`src/rtl/pll_seq_pkg.sv`:
```
// Shared types and helpers for the PLL power-up / lock sequencer.
// State encodings are exported on the debug STATE port, so they are fixed here.
package pll_seq_pkg;

  typedef enum logic [2:0] {
    ST_OFF       = 3'd0,
    ST_PWRUP     = 3'd1,
    ST_LOCK_WAIT = 3'd2,
    ST_QUAL      = 3'd3,
    ST_RUN       = 3'd4,
    ST_CYCLE     = 3'd5,
    ST_FAIL      = 3'd6
  } pll_state_e;

  // One shared down-counter must hold the largest cycle parameter.
  function automatic int cnt_width(input int a, input int b, input int c);
    int m;
    m = a;
    if (b > m) m = b;
    if (c > m) m = c;
    return $clog2(m) + 1;
  endfunction

endpackage

```
`src/rtl/sync2.sv`:
```
// Generic two-flop synchroniser for a single-bit asynchronous input.
// RST_VAL selects the value both stages take while reset is held.
module sync2 #(
  parameter logic RST_VAL = 1'b0
) (
  input  logic i_clk,
  input  logic i_srst,
  input  logic i_d,
  output logic o_q
);

  logic r_meta;
  logic r_sync;

  always_ff @(posedge i_clk) begin
    if (i_srst) begin
      r_meta <= RST_VAL;
      r_sync <= RST_VAL;
    end else begin
      r_meta <= i_d;
      r_sync <= r_meta;
    end
  end

  assign o_q = r_sync;

endmodule

```
`src/rtl/pll_lock_sequencer.sv`:
```
// Power-up and lock supervisor for a static PLL: drives POWERDOWN, qualifies
// the synchronised LOCK, power-cycles on timeout and reports READY/FAIL.
module pll_lock_sequencer
  import pll_seq_pkg::*;
#(
  parameter int PWRUP_CYCLES     = 64,
  parameter int LOCK_TIMEOUT     = 4096,
  parameter int LOCK_QUAL_CYCLES = 256,
  parameter int MAX_RETRIES      = 3,
  localparam int RW = $clog2(MAX_RETRIES + 1)
) (
  input  logic          i_clka,
  input  logic          i_rst,
  input  logic          i_en,
  input  logic          i_clr_status,
  input  logic          i_lock,
  output logic          o_powerdown,
  output logic          o_ready,
  output logic          o_fail,
  output logic          o_lock_lost,
  output logic [RW-1:0] o_retry_cnt,
  output logic [2:0]    o_state
);

  localparam int CW = cnt_width(PWRUP_CYCLES, LOCK_TIMEOUT, LOCK_QUAL_CYCLES);
  localparam logic [CW-1:0] PWRUP_LOAD   = CW'(PWRUP_CYCLES - 1);
  localparam logic [CW-1:0] TIMEOUT_LOAD = CW'(LOCK_TIMEOUT - 1);
  localparam logic [CW-1:0] QUAL_LOAD    = CW'(LOCK_QUAL_CYCLES - 1);
  localparam logic [RW-1:0] RETRY_MAX    = RW'(MAX_RETRIES);

  pll_state_e    r_state;
  pll_state_e    w_state_next;
  logic [CW-1:0] r_cnt;
  logic [CW-1:0] w_cnt_load;
  logic [RW-1:0] r_retry;
  logic [RW-1:0] w_retry_next;
  logic          r_powerdown;
  logic          r_ready;
  logic          r_fail;
  logic          r_lock_lost;
  logic          w_lock_s;
  logic          w_cnt_zero;
  logic          w_lost_set;

  sync2 #(
    .RST_VAL (1'b0)
  ) u_lock_sync (
    .i_clk  (i_clka),
    .i_srst (i_rst),
    .i_d    (i_lock),
    .o_q    (w_lock_s)
  );

  assign w_cnt_zero = (r_cnt == '0);
  assign w_lost_set = i_en && (r_state == ST_RUN) && !w_lock_s;

  // EN low overrides every other transition.
  always_comb begin
    w_state_next = r_state;
    w_retry_next = r_retry;
    if (!i_en) begin
      w_state_next = ST_OFF;
    end else begin
      case (r_state)
        ST_OFF: begin
          w_state_next = ST_PWRUP;
          w_retry_next = '0;
        end
        ST_PWRUP: begin
          if (w_cnt_zero) w_state_next = ST_LOCK_WAIT;
        end
        ST_LOCK_WAIT: begin
          if (w_lock_s) begin
            w_state_next = ST_QUAL;
          end else if (w_cnt_zero) begin
            if (r_retry < RETRY_MAX) begin
              w_retry_next = r_retry + RW'(1);
              w_state_next = ST_CYCLE;
            end else begin
              w_state_next = ST_FAIL;
            end
          end
        end
        ST_QUAL: begin
          if (!w_lock_s) w_state_next = ST_LOCK_WAIT;
          else if (w_cnt_zero) w_state_next = ST_RUN;
        end
        ST_RUN: begin
          if (!w_lock_s) w_state_next = ST_LOCK_WAIT;
        end
        ST_CYCLE: begin
          if (w_cnt_zero) w_state_next = ST_PWRUP;
        end
        ST_FAIL: w_state_next = ST_FAIL;
        default: w_state_next = ST_OFF;
      endcase
    end
  end

  always_comb begin
    w_cnt_load = '0;
    case (w_state_next)
      ST_PWRUP, ST_CYCLE: w_cnt_load = PWRUP_LOAD;
      ST_LOCK_WAIT:       w_cnt_load = TIMEOUT_LOAD;
      ST_QUAL:            w_cnt_load = QUAL_LOAD;
      default:            w_cnt_load = '0;
    endcase
  end

  // Outputs are decoded from the next state so they move with STATE.
  always_ff @(posedge i_clka) begin
    if (i_rst) begin
      r_state     <= ST_OFF;
      r_cnt       <= '0;
      r_retry     <= '0;
      r_powerdown <= 1'b0;
      r_ready     <= 1'b0;
      r_fail      <= 1'b0;
      r_lock_lost <= 1'b0;
    end else begin
      r_state <= w_state_next;
      r_retry <= w_retry_next;
      if (w_state_next != r_state) r_cnt <= w_cnt_load;
      else if (!w_cnt_zero)        r_cnt <= r_cnt - 1'b1;
      r_powerdown <= (w_state_next == ST_PWRUP) || (w_state_next == ST_LOCK_WAIT) ||
                     (w_state_next == ST_QUAL)  || (w_state_next == ST_RUN);
      r_ready     <= (w_state_next == ST_RUN);
      r_fail      <= (w_state_next == ST_FAIL);
      if (w_lost_set)        r_lock_lost <= 1'b1;
      else if (i_clr_status) r_lock_lost <= 1'b0;
    end
  end

  assign o_powerdown = r_powerdown;
  assign o_ready     = r_ready;
  assign o_fail      = r_fail;
  assign o_lock_lost = r_lock_lost;
  assign o_retry_cnt = r_retry;
  assign o_state     = r_state;

endmodule

```
`config.mk`:
```
export PLATFORM = sky130hd
export DESIGN_NAME = pll_lock_sequencer
export DESIGN_NICKNAME = d
export VERILOG_FILES = /design/src/rtl/pll_seq_pkg.sv /design/src/rtl/sync2.sv /design/src/rtl/pll_lock_sequencer.sv
export SDC_FILE = /design/constraint.sdc
export NUM_CORES = 1
export LEC_CHECK = 0
export ABC_AREA = 1
export ABC_CLOCK_PERIOD_IN_PS = 1900
export BUFFER_PORTS_ARGS = -buffer_cell sky130_fd_sc_hd__clkbuf_2
export CAP_MARGIN = 15
export CELL_PAD_IN_SITES_DETAIL_PLACEMENT = 0
export CELL_PAD_IN_SITES_GLOBAL_PLACEMENT = 2
export CORE_MARGIN = 2
export CORE_UTILIZATION = 28
export CTS_CLUSTER_SIZE = 12
export DETAILED_ROUTE_END_ITERATION = 12
export GPL_TIMING_DRIVEN = 1
export PLACE_DENSITY = 0.78
export SLEW_MARGIN = 20
export SYNTH_ARGS = -nofsm -noshare
export SYNTH_HDL_FRONTEND = slang
export SYNTH_SLANG_ARGS = --single-unit
export TNS_END_PERCENT = 1
```
`constraint.sdc`:
```
create_clock -name i_clka -period 1.9 [get_ports i_clka]
set_input_delay 0.19 -clock i_clka [delete_from_list [all_inputs] [get_ports i_clka]]
set_output_delay 0.19 -clock i_clka [all_outputs]
set_load 0.03 [all_outputs]
```
==> flow_summary.toml <==
[worst_hold_path]
hold_depth = 3
holdPathEnd = "u_lock_sync.r_meta$_SDFF_PP0_"
hp-class = "primary input to register"
worstHoldStart = "i_lock"

[route]
dr.pass1.iters = 4
drc = 0
drtIter0Drc = 60
vias = 1508
vias_per_cell = 4.27
wl_per_cell_um = 11.1
ant_nets = 0
drt_wl_total_mm = 3.91

[synth]
avgSynthCellArea_um2 = 6.40
synth_top_area_share_pct = 33.5
synth_cells = 224
synthTopCellsByArea = "dfxtp_1 (34%), nand2_1 (15%), nor2_1 (9.9%)"
ys_seq_elements = 24
synth_top_area_cell = "dfxtp_1"
synth_ff_type = "dfxtp_1"
syn-cell-area_mm2 = 0.00143
synth_nets = 231
ys_seq_area_share_pct = 33.5
synth_edf_count = 0
async_flop_share_pct = 0
synth_cell_types = 23
ys_warn_count = 0

[final_layout]
nets = 291
drive_gt1_share_pct = 39.9
most-common-layout-cells = "nand2_1 (48), buf_4 (46), nor2_1 (34), inv_1 (21), dfxtp_1 (19)"
area_delta_synth_final_pct = 47.0
antennaDiodeCount = 0
fin_cells = 353
final_common_cell = "nand2_1"
fillers = 565
finalInstanceArea_mm2 = 0.00211

[floorplanning]
dieHeight_um = 75.6
rows = 26
start_util_pct = 28.6
io_pins = 14
die_area_mm2 = 0.00571
die_x_um = 75.6
core_mm2 = 0.00501

[clocking]
postCtsHoldBufs = 0
clock-sinks = 24
clockBufferDepth = 2
path_clk_slew_ns = 0.09
numCtsBuffers = 3
clk_latency_ns = 0.27
cts_root_buffer = "clkbuf_8"
cts_tree = "done"
cts_max_level = 1

[grt]
grt_pass1_wl_mm = 6.44
overflow = 0
grt_antenna_before_repair = 0
track_usage_pct = 15.0
grt_pass1_vias = 1432
grt_max_degree = 16

[sta]
final.setup_skew_ns = 0.00119
hold_viol_final = 0
drv_slew = 0
hold_ws_ns = 0.0946
timing.final.crit_share_pct = 105
layout_setup_ws_ns = -0.103
rsz0062_at_grt = "true"
tightest_slew_ns = 0.289
final.min_clock_period_ns = 2.00
slew_headroom_pct = 80.6
max_freq_mhz = 499
setup_viol = 13

[critical_path]
max_stage_delay_ns = 0.33
worstRegToRegCells = 16
path_cells = "inv_2 -> ha_4 -> nand2_4 -> nor2_4 -> nand2_4 -> nand2_2 -> nand3_2 -> nand2_2 -> nand3_4 -> nand3_2 -> nand2_2 -> nor2_4 -> nand3_2 -> buf_4 -> nand2_1 -> nor2_1"
r2r_slack_ns = -0.10
critPathLaunchType = "register"
cp_data_required_time_ns = 2.07
cp-startpoint = "r_cnt[0]$_SDFFE_PP0P_"
cp_slowest_cell = "dfxtp_2"
critPathMaxFanout = 7
path_class = "register to register"
cp_data_arrival_time_ns = 2.18
reg2reg_to = "r_cnt[7]$_SDFFE_PP0P_"
crit_path_end_kind = "register"
r2r-start = "r_cnt[0]$_SDFFE_PP0P_"

[placement]
gp_congestion = 0.788
hpwl_mm = 2.95
io_buffer_count = 13
preCtsSetupSlack_ns = -0.148
dp.cells = 346
dpl_cell_area_mm2 = 0.00190

[power_and_ir_drop]
vdd_drop_max_mv = 0.429
p_per_area_mw_per_mm2 = 1410
p_leak_uw = 0.00108
finalPower_uw = 2980

[job]
drv_cap = 0

[status]
violations = "negative setup slack"
status = "finished with violations"
worst max path at each step:
stage | cells after the start | endpoint | slack, ns
2_1_floorplan | 17 | r_cnt[0]$_SDFFE_PP0P_ | 0.03
3_3_place_gp | 17 | r_cnt[9]$_SDFFE_PP0P_ | -0.16
3_5_place_dp | 16 | r_cnt[1]$_SDFFE_PP0P_ | -0.15
4_1_cts | 17 | r_cnt[1]$_SDFFE_PP0P_ | -0.08
5_1_grt | 18 | r_cnt[7]$_SDFFE_PP0P_ | -0.29
6_report | 16 | r_cnt[7]$_SDFFE_PP0P_ | -0.10
synth_stat cells (3+ instances only):
| cell | count |
|---|---|
| o21ai_1 | 4 |
| nor2_1 | 38 |
| nand3_1 | 16 |
| nor3_1 | 7 |
| o21ai_0 | 6 |
| inv_2 | 3 |
| xor2_1 | 5 |
| nor2_2 | 4 |
| nand2_1 | 57 |
| inv_1 | 24 |
| dfxtp_1 | 24 |
| a21oi_1 | 8 |
| nand2_2 | 10 |
| xnor2_1 | 3 |
metrics by stage:
step	util [%]	TNS [ns]
final	42.1	-0.749
after global placement	38.0	-1.70
after detailed placement	38.0	-1.37
after floorplan	-	0
after CTS	40.4	-0.517
after global routing	42.1	-3.00
registers in the layout (all words and copies together), names as in the netlist:
| name | count |
|---|---|
| u_lock_sync.o_q | 1 |
| o_powerdown | 1 |
| o_state | 3 |
| o_retry_cnt | 2 |
| r_cnt | 13 |
| o_ready | 1 |
| u_lock_sync.r_meta | 1 |
| o_lock_lost | 1 |
| o_fail | 1 |
critical path: cells and delay by family, from the launching register on:
| family | cells | cell delay [ns] |
|---|---|---|
| and+or+nand+nor | 13 | 1.16 |
| DFF | 1 | 0.33 |
| buffers and inverters | 2 | 0.24 |
| adders and majority gates | 1 | 0.15 |
kinds of logic (layout without fill, tap and decap cells):
| kind of cell | after synthesis | in the layout | share of synthesized area [%] |
|---|---|---|---|
| AND/OR/NAND/NOR | 139 | 140 | 44.0 |
| buffers and inverters | 32 | 90 | 9.08 |
| flip-flops | 24 | 24 | 33.5 |
| AO/OA/AOI/OAI | 19 | 19 | 6.81 |
| XOR/XNOR | 8 | 8 | 4.89 |
| adder cells (fa/ha/maj) | 2 | 2 | 1.74 |
power by group:
group | switching [uW] | internal [uW]
combinational | 991 | 815
clock | 183 | 282
sequential | 79.6 | 628
area by class of cell:
class	count	area, um2	share of cell area (%)
inverter	27	101	4.81
tap	70	87.6	4.15
multi-input combinational	169	951	45.1
clock buffer	3	41.3	1.96
clock inverter	1	30.0	1.42
sequential	24	487	23.1
timing repair buffer	59	410	19.5
layer usage:
layer / track usage [%] / routed length (um)
met5: 0 / 0
met4: 4.87 / 42
met3: 2.25 / 122
met2: 25.1 / 1820
met1: 19.7 / 1930
repair_timing:
item / CTS / global route
gates cloned: 1 / 0
resized for setup: 12 / 19
setup buffers: 0 / 2
pin swaps: 3 / 12
endpoints found under the setup margin: 13 / 16
Note: power is estimated with default switching activity, not from simulation.
